File: src/rtl/instruction_fetch_if.sv
// Fetch-unit bus: instruction-memory request/ack, decode-side valid/ready and redirect/fault.
// The master modport is the fetch unit; the slave modport is memory plus the downstream pipeline.
interface instruction_fetch_if;
  logic        imem_req;
  logic [31:0] imem_addr;
  logic        imem_ack;
  logic [31:0] imem_rdata;
  logic        instr_valid;
  logic        instr_ready;
  logic [31:0] instruction;
  logic [31:0] pc_out;
  logic        redirect_valid;
  logic [31:0] redirect_pc;
  logic        fetch_fault;

  modport master (
    output imem_req,
    output imem_addr,
    input  imem_ack,
    input  imem_rdata,
    output instr_valid,
    input  instr_ready,
    output instruction,
    output pc_out,
    input  redirect_valid,
    input  redirect_pc,
    output fetch_fault
  );

  modport slave (
    input  imem_req,
    input  imem_addr,
    output imem_ack,
    output imem_rdata,
    input  instr_valid,
    output instr_ready,
    input  instruction,
    input  pc_out,
    output redirect_valid,
    output redirect_pc,
    input  fetch_fault
  );
endinterface

File: src/rtl/instruction_fetch.sv
// Instruction fetch FSM: one outstanding memory request, registered instruction, redirect/drop.
// Build option FETCH_MISALIGN_TRAP_EN traps misaligned redirect targets in a FAULT state.
module instruction_fetch #(
  parameter logic [31:0] RESET_PC = 32'h0000_0000
) (
  input  logic                clk,
  input  logic                rst_n,
  instruction_fetch_if.master bus
);
  localparam logic [31:0] NopInstr = 32'h0000_0013;

`ifdef FETCH_MISALIGN_TRAP_EN
  typedef enum logic [2:0] {StIdle, StReq, StHold, StDrop, StFault} state_e;
  localparam state_e StTrap = StFault;
`else
  typedef enum logic [2:0] {StIdle, StReq, StHold, StDrop} state_e;
  localparam state_e StTrap = StReq;
`endif

  state_e      state_q;
  logic [31:0] pc_q;
  logic [31:0] addr_q;
  logic [31:0] instr_q;
  logic [31:0] pc_out_q;
  logic        req_q;
  logic        valid_q;

  logic [31:0] redir_tgt;
  logic [31:0] launch_pc;
  logic        launch;
  logic        launch_bad;

`ifdef FETCH_MISALIGN_TRAP_EN
  assign redir_tgt  = bus.redirect_pc;
  assign launch_bad = |launch_pc[1:0];
`else
  assign redir_tgt  = bus.redirect_pc & 32'hFFFF_FFFC;
  assign launch_bad = 1'b0;
`endif

  // A launch starts a fresh fetch (or traps): reset exit, accepted word, redirect, drop completion.
  always_comb begin
    launch = 1'b0;
    unique case (state_q)
      StIdle:  launch = 1'b1;
      StReq:   launch = bus.redirect_valid && bus.imem_ack;
      StHold:  launch = bus.redirect_valid || bus.instr_ready;
      StDrop:  launch = bus.imem_ack;
`ifdef FETCH_MISALIGN_TRAP_EN
      StFault: launch = bus.redirect_valid;
`endif
      default: launch = 1'b0;
    endcase
  end

  always_comb begin
    if (bus.redirect_valid) begin
      launch_pc = redir_tgt;
    end else if (state_q == StHold) begin
      launch_pc = pc_q + 32'd4;
    end else begin
      launch_pc = pc_q;
    end
  end

  always_ff @(posedge clk or negedge rst_n) begin
    if (!rst_n) begin
      state_q  <= StIdle;
      pc_q     <= RESET_PC;
      addr_q   <= RESET_PC;
      req_q    <= 1'b0;
      valid_q  <= 1'b0;
      instr_q  <= NopInstr;
      pc_out_q <= 32'h0000_0000;
    end else if (launch) begin
      pc_q    <= launch_pc;
      valid_q <= 1'b0;
      if (launch_bad) begin
        state_q <= StTrap;
        req_q   <= 1'b0;
      end else begin
        state_q <= StReq;
        req_q   <= 1'b1;
        addr_q  <= launch_pc;
      end
    end else begin
      case (state_q)
        StReq: begin
          if (bus.redirect_valid) begin
            // Memory still owes us a word for addr_q; keep asking and throw it away later.
            pc_q    <= redir_tgt;
            state_q <= StDrop;
          end else if (bus.imem_ack) begin
            instr_q  <= bus.imem_rdata;
            pc_out_q <= addr_q;
            valid_q  <= 1'b1;
            req_q    <= 1'b0;
            state_q  <= StHold;
          end
        end
        StDrop: begin
          if (bus.redirect_valid) begin
            pc_q <= redir_tgt;
          end
        end
        default: ;
      endcase
    end
  end

`ifdef FETCH_MISALIGN_TRAP_EN
  logic fault_q;

  always_ff @(posedge clk or negedge rst_n) begin
    if (!rst_n) begin
      fault_q <= 1'b0;
    end else if (launch) begin
      fault_q <= launch_bad;
    end
  end

  assign bus.fetch_fault = fault_q;
`else
  assign bus.fetch_fault = 1'b0;
`endif

  assign bus.imem_req    = req_q;
  assign bus.imem_addr   = addr_q;
  assign bus.instr_valid = valid_q;
  assign bus.instruction = instr_q;
  assign bus.pc_out      = pc_out_q;

  // An issued request keeps its address until the memory answers it.
  req_stable_a: assert property (@(posedge clk) disable iff (!rst_n)
    req_q && !bus.imem_ack |=> req_q && $stable(addr_q));

  valid_req_excl_a: assert property (@(posedge clk) disable iff (!rst_n)
    !(valid_q && req_q));
endmodule

File: src/flat_wrapper.sv
// flat-port wrapper written by rule: the top's interface ports become plain ports
module instruction_fetch_flat 
#(
  parameter logic [31:0] RESET_PC = 32'h0000_0000
)
  (clk, rst_n, bus_imem_req, bus_imem_addr, bus_imem_ack, bus_imem_rdata, bus_instr_valid, bus_instr_ready, bus_instruction, bus_pc_out, bus_redirect_valid, bus_redirect_pc, bus_fetch_fault);
  instruction_fetch_if bus_i ();
  input  logic clk;
  input  logic rst_n;
  output wire logic [$bits(bus_i.imem_req)-1:0] bus_imem_req;
  output wire logic [$bits(bus_i.imem_addr)-1:0] bus_imem_addr;
  input wire logic [$bits(bus_i.imem_ack)-1:0] bus_imem_ack;
  input wire logic [$bits(bus_i.imem_rdata)-1:0] bus_imem_rdata;
  output wire logic [$bits(bus_i.instr_valid)-1:0] bus_instr_valid;
  input wire logic [$bits(bus_i.instr_ready)-1:0] bus_instr_ready;
  output wire logic [$bits(bus_i.instruction)-1:0] bus_instruction;
  output wire logic [$bits(bus_i.pc_out)-1:0] bus_pc_out;
  input wire logic [$bits(bus_i.redirect_valid)-1:0] bus_redirect_valid;
  input wire logic [$bits(bus_i.redirect_pc)-1:0] bus_redirect_pc;
  output wire logic [$bits(bus_i.fetch_fault)-1:0] bus_fetch_fault;
  assign bus_imem_req = bus_i.imem_req;
  assign bus_imem_addr = bus_i.imem_addr;
  assign bus_i.imem_ack = bus_imem_ack;
  assign bus_i.imem_rdata = bus_imem_rdata;
  assign bus_instr_valid = bus_i.instr_valid;
  assign bus_i.instr_ready = bus_instr_ready;
  assign bus_instruction = bus_i.instruction;
  assign bus_pc_out = bus_i.pc_out;
  assign bus_i.redirect_valid = bus_redirect_valid;
  assign bus_i.redirect_pc = bus_redirect_pc;
  assign bus_fetch_fault = bus_i.fetch_fault;
  instruction_fetch #(.RESET_PC(RESET_PC)) u_core (.clk(clk), .rst_n(rst_n), .bus(bus_i));
endmodule
File: config.mk
export PLATFORM = sky130hd
export DESIGN_NAME = instruction_fetch_flat
export DESIGN_NICKNAME = d
export VERILOG_FILES = /design/src/rtl/instruction_fetch_if.sv /design/src/rtl/instruction_fetch.sv /design/src/flat_wrapper.sv
export SDC_FILE = /design/constraint.sdc
export NUM_CORES = 1
export LEC_CHECK = 0
export ABC_AREA = 1
export ABC_CLOCK_PERIOD_IN_PS = 1500
export BUFFER_PORTS_ARGS = -buffer_cell sky130_fd_sc_hd__buf_4
export CAP_MARGIN = 0
export CORE_MARGIN = 2
export CORE_UTILIZATION = 33
export DETAILED_ROUTE_END_ITERATION = 8
export RECOVER_POWER = 100
export SLEW_MARGIN = 20
export SYNTH_ARGS = -nofsm -noshare
export SYNTH_HDL_FRONTEND = slang
export SYNTH_SLANG_ARGS = --single-unit
File: constraint.sdc
create_clock -name clk -period 1.5 [get_ports clk]
set_input_delay 0.3 -clock clk [delete_from_list [all_inputs] [get_ports clk]]
set_output_delay 0.3 -clock clk [all_outputs]
set_load 0.05 [all_outputs]
# Word level (Yosys, flattened, before mapping)
# Cells that the tools add are included.
# word_totals
mem_bits_ro,0
ff_bits,133
output_inout_bits,99
mem_bits_rw,0
word_cells,45
latchBits,0
memories,0
in_bits,69
# op_classes
mul,0
n_mux,18
bitwise_logic,2
shifts,0
magnitude_cmp,0
eq_ne,4
n_reduce_logical,13
addsub,1
n_div,0
# ops
operator,n
2-to-1 mux 32 bit,5
adder 32 x 3 -> 32 bit (second input constant),1
2-to-1 mux 3 bit,4
2-to-1 mux 1 bit,8
nonzero test 2 bit,4
equality test 3 x 2 -> 1 bit (second input constant),2
one-hot mux 1 bit (4 select lines),1
AND reduction 2 bit,2
AND reduction 4 bit,1
equality test 3 x 1 -> 1 bit (second input constant),1
logical NOT 3 bit,1
AND reduction 3 bit,1
nonzero test 3 bit,1
!= test 2 x 1 -> 1 bit (second input constant),1
NOT 1 bit,2
OR reduction 2 bit,1
logical AND 1 bit,1
logical OR 1 bit,1

# Depth between registers and ports, before layout
# depth
ltp_word,4
ltp_mapped,11

# Worst setup path before layout
# No wires, ideal clock.
# synth_timing
path_kind,register to register
startpoint,register u_core.state_q[1]
endpoint,register u_core.pc_out_q[23] (netlist: u_core.bus.pc_out[23])
arrival_time_ns,1.443
required_ns,1.368
path_buffers,2
synth_period_minus_slack_ns,1.575
stages_incl_launch_ff,11
setup_slack_ns,-0.075
setup_time_ns,0.132
cell_sequence,dfrtp_1 > inv_2 > nand2_1 > nor2_1 > inv_2 > nor2_2 > inv_2 > buf_2 > buf_2 > nand2_1 > o21ai_0
# synth_via
elab_chain_cells,4
word_cells_on_any_way,7
classes_between,eq/ne (3); mux (1); bitwise (1); reduce/logical (2)
# synth_lines
element,line,text
start: declaration,instruction_fetch.sv:20,state_e state_q;
start signal: assignment,instruction_fetch.sv:68,state_q <= StIdle;
start signal: assignment,instruction_fetch.sv:79,state_q <= StTrap;
start signal: assignment,instruction_fetch.sv:82,state_q <= StReq;
equality test 3 x 2 -> 1 bit (tied with other cells),instruction_fetch.sv:44,unique case (state_q)
one-hot mux 1 bit (4 select lines),instruction_fetch.sv:44,
NOT 1 bit (no source line),--,
AND reduction 4 bit (no source line) *,--,
end signal: assignment,instruction_fetch.sv:95,pc_out_q <= addr_q;
end: declaration,instruction_fetch.sv:24,logic [31:0] pc_out_q;
# Every way passes the cells marked *; elsewhere a longest branch is shown, timed or not.
# A chain may end at the register's enable or synchronous reset.

# Worst setup path in the final report
# layout_timing
startpoint,register u_core.state_q[0]
endpoint,register u_core.pc_q[6]
# layout_via
elab_chain_cells,4
word_cells_on_any_way,12
classes_between,eq/ne (3); mux (4); reduce/logical (5)
# layout_lines
element,line,text
equality test 3 x 2 -> 1 bit (tied with other cells),"instruction_fetch.sv:44, instruction_fetch.sv:87",
one-hot mux 1 bit (4 select lines) (tied with other cells),instruction_fetch.sv:44,
nonzero test 2 bit (no source line) / 2-to-1 mux 32 bit (equally long branches),--,
AND reduction 2 bit (no source line) / 2-to-1 mux 32 bit (equally long branches),--,
end signal: assignment,instruction_fetch.sv:76,pc_q <= launch_pc;
end signal: assignment,instruction_fetch.sv:91,pc_q <= redir_tgt;
end signal: assignment,instruction_fetch.sv:103,pc_q <= redir_tgt;
end: declaration,instruction_fetch.sv:21,logic [31:0] pc_q;
# Parallel ways exist; a longest one is shown, timed or not.

==> run_results.csv <==
group,metric,value,unit
yosys,syn_area_per_cell,8.00,um2
placement,portBuffers,164,
cts,clock_sinks,132,
placement,place_ws,-0.279,ns
placement,placedCellCount,1231,
yosys,synth_top_cells_by_area,"dfrtp_1 (52%), nand2_1 (13%), o21ai_0 (7.3%), nor2_1 (5.6%), inv_1 (4.0%)",
cells_and_area,syn_to_final_growth,68.1,%
run_status,status,"complete, but fails checks",
sta,rsz0062_at_grt,"yes",
cts,path_clk_slew,0.07,ns
cells_and_area,final_net_count,1132,
sta,finalCritPeriodShare,116,%
critical_path,r2r-end,"u_core.pc_q[6]",
cts,cts_buffers,17,
critical_path,arrival,2.04,ns
critical_path,regToRegSetupSlack,-0.24,ns
global_route,antenna_found_initial,0,
routing,viasPerCell,4.78,
routing,first_pass_iters,4,
cts,cts_buffer_depth,2,
critical_path,critPathLaunch,"u_core.state_q[0]",
cells_and_area,fin_area,10400,um2
placement,place_congestion,0.855,
yosys,ys_ff_latch,132,
global_route,met3_usage,4.38,%
yosys,synth_area,6210,um2
global_route,use_met1,25.3,%
sta,hold_slack,0.0723,ns
cells_and_area,antennaDiodeCount,0,
sta,finalHoldViolations,0,
cts,clk_latency,0.44,ns
sta,min_period,1.74,ns
cts,cts_tree,"yes",
global_route,grt_use_total,19.6,%
job,drv_cap,0,
critical_path,slowest_stage,"dfrtp_1",
critical_path,crit_path_start_kind,"flip-flop",
floorplanning,die_width,141,um
power,p_leak,5.05,nW
critical_path,cp-end-kind,"flip-flop",
routing,ant_nets,0,
cts,htreeDepth,4,
routing,wl_per_cell,15.7,um
critical_path,worstPathMaxFanout,7,
sta,setup_tns,-18.91,ns
power,ir_drop,1.06,mV
yosys,yosys.cell_types.count,31,
sta,tightest_slew,0.930,ns
floorplanning,pin_count,168,
cells_and_area,fin_cells,1309,
sta,timing.fmax,0.576,GHz
floorplanning,die_h,141,um
worst_hold_path,hold_path_class,"input pin to flip-flop",
sta,finalSetupViolCount,128,
sta,slew_violations,0,
cells_and_area,utilization,56.2,%
routing,dr_total_vias,6256,
yosys,syn-num-nets,846,
routing,drt-initial-drc-count,356,
critical_path,crit_chain,"buf_6 -> nor2_4 -> nand3_2 -> nand2_2 -> o21ai_4 -> buf_6 -> nor2_4 -> clkinv_4 -> clkbuf_16 -> nor2_2 -> a21oi_1",
routing,routed_wl,20.5,mm
floorplanning,die-area,19900,um2
critical_path,crit_path_end,"u_core.pc_q[6]",
yosys,ys_seq_area_share,53.3,%
cts,root_buffer,"clkbuf_16",
sta,finalClockSkew,0.0188,ns
global_route,use_met2,33.1,%
routing,drc_errors,0,
placement,dp_hpwl,12.6,mm
critical_path,critPathKind,"flip-flop to flip-flop",
floorplanning,num_rows,50,
critical_path,cp.required,1.81,ns
global_route,grt_max_degree,37,
sta,worst_slack,-0.236,ns
cells_and_area,drive_gt1_share,49.5,%
yosys,synth_top_area_share,52.0,%
global_route,overflow,0,
global_route,grt_busiest_layer,"met2",
critical_path,reg2reg_from,"u_core.state_q[0]",
global_route,grt_pass1_wl,30.6,mm
power,power_density,2320,nW/um2
yosys,yosys_warnings,0,
placement,placed_cell_area,8370,um2
floorplanning,start_util,33.4,%
power,total_power,24.3,mW
floorplanning,core,18600,um2
run_status,violations,"negative setup slack",
yosys,synth_cells,776,
global_route,grt_pass1_vias,5916,
critical_path,r2r_cells,11,
sta,relSlewSlack,38.0,%
critical_path,crit_path_max_incr_delay,0.40,ns
yosys,synth_top_cell_by_area,"dfrtp_1",
==> sequential cells by signal (all words and copies together), names as in the netlist <==
name,count
u_core.state_q,2
u_core.bus.imem_addr,32
u_core.bus.instruction,32
u_core.bus.imem_req,1
u_core.pc_q,32
u_core.bus.pc_out,32
u_core.bus.instr_valid,1
==> layout by cell type (no fill, tap or decap), types with 3 or more instances in the layout <==
cell / count
buf_6: 22
nor2_1: 61
a21oi_2: 8
dfrtp_1: 129
nand2_1: 126
nand3_1: 27
inv_8: 3
clkinv_4: 4
a21o_1: 3
o21ai_0: 41
nand3b_1: 3
a21oi_1: 23
xor2_1: 8
o22ai_2: 3
buf_8: 5
nand2_2: 54
clkinvlp_4: 3
clkbuf_16: 22
o21ai_1: 30
inv_2: 3
o21ai_2: 25
nor3_1: 4
dfstp_2: 3
nand3_4: 3
nor2_4: 25
nand4_1: 5
inv_1: 65
o21bai_1: 4
inv_6: 6
clkbuf_2: 66
buf_12: 15
nor2_2: 15
o211ai_1: 8
nand3_2: 7
nand2_4: 42
buf_16: 7
buf_4: 180
==> worst min path at each step <==
| stage | from | end | slack, ns | cells past startpoint |
|---|---|---|---|---|
| floorplan | rst_n | u_core.bus.imem_addr[0] | 0.004 | 0 |
| global placement | rst_n | u_core.bus.instruction[24] | 0.23 | 1 |
| detailed placement | rst_n | u_core.bus.instruction[25] | 0.22 | 1 |
| CTS | bus_imem_rdata[8] | u_core.bus.instruction[8] | 0.05 | 3 |
| global route | bus_imem_rdata[3] | u_core.bus.instruction[3] | 0.05 | 3 |
| finish | bus_imem_rdata[2] | u_core.bus.instruction[2] | 0.07 | 3 |
==> final cells by class <==
type                    count  area, um2
flip-flops and latches    132       3310
clock buffers              17        425
inverters                  71        287
multi-input cells         536       3320
repair buffers            303       2650
repair inverters            1       16.3
clock inverters            15        135
well taps                 234        293
fillers                  1723       8150
==> synthesized netlist by cell type, drive strengths merged <==
cell    instances
xor2            8
nand2         222
xnor2           2
nand3b          3
nand4           5
nor2          101
a21o            3
conb            1
ha              1
clkbuf         18
o22ai           6
inv            71
o21ai          98
o21bai          4
o211ai          8
a21oi          31
buf            19
dfstp           3
nand3          37
a31oi           1
nor3            5
dfrtp         129
==> cell families (layout without fill, tap and decap cells) <==
family,Yosys count,in the layout,share of synthesized area (%)
buffers and inverters,108,407,7.40
xor gates and xnor gates,10,10,1.41
and+or+nand+nor,373,373,24.6
DFF,132,132,53.3
AOI/OAI and AO/OA,151,151,13.1
adders and majority gates,1,1,0.202
other,1,1,0.0604
==> report_power, final <==
part	internal [mW]	total, mW	switching (mW)
logic	4.94	13.7	8.76
clock network	2.18	4.00	1.82
registers	5.20	6.55	1.35
==> worst max-delay path: cells and delay by family, from the launching register on <==
family,cells,cell delay [ns]
compound gates,2,0.15
simple gates,5,0.49
buf+inv,4,0.56
flops,1,0.40
==> layer usage <==
metal / up-vias / wire (um)
met1: 2970 / 8910
met3: 25 / 1060
met5: - / 0
li1: 3076 / -
met4: 0 / 366
met2: 185 / 10200
==> timing repair <==
item | in CTS | in global routing
gates resized for setup | 71 | 279
cloned | 10 | 6
pin swaps | 5 | 41
buffers inserted | 20 | 16
hold buffers | 1 | 0
endpoints found under the setup margin | 109 | 129
endpoints found under the hold margin | 31 | 0
No activity file was read; power rests on OpenSTA's default activity.
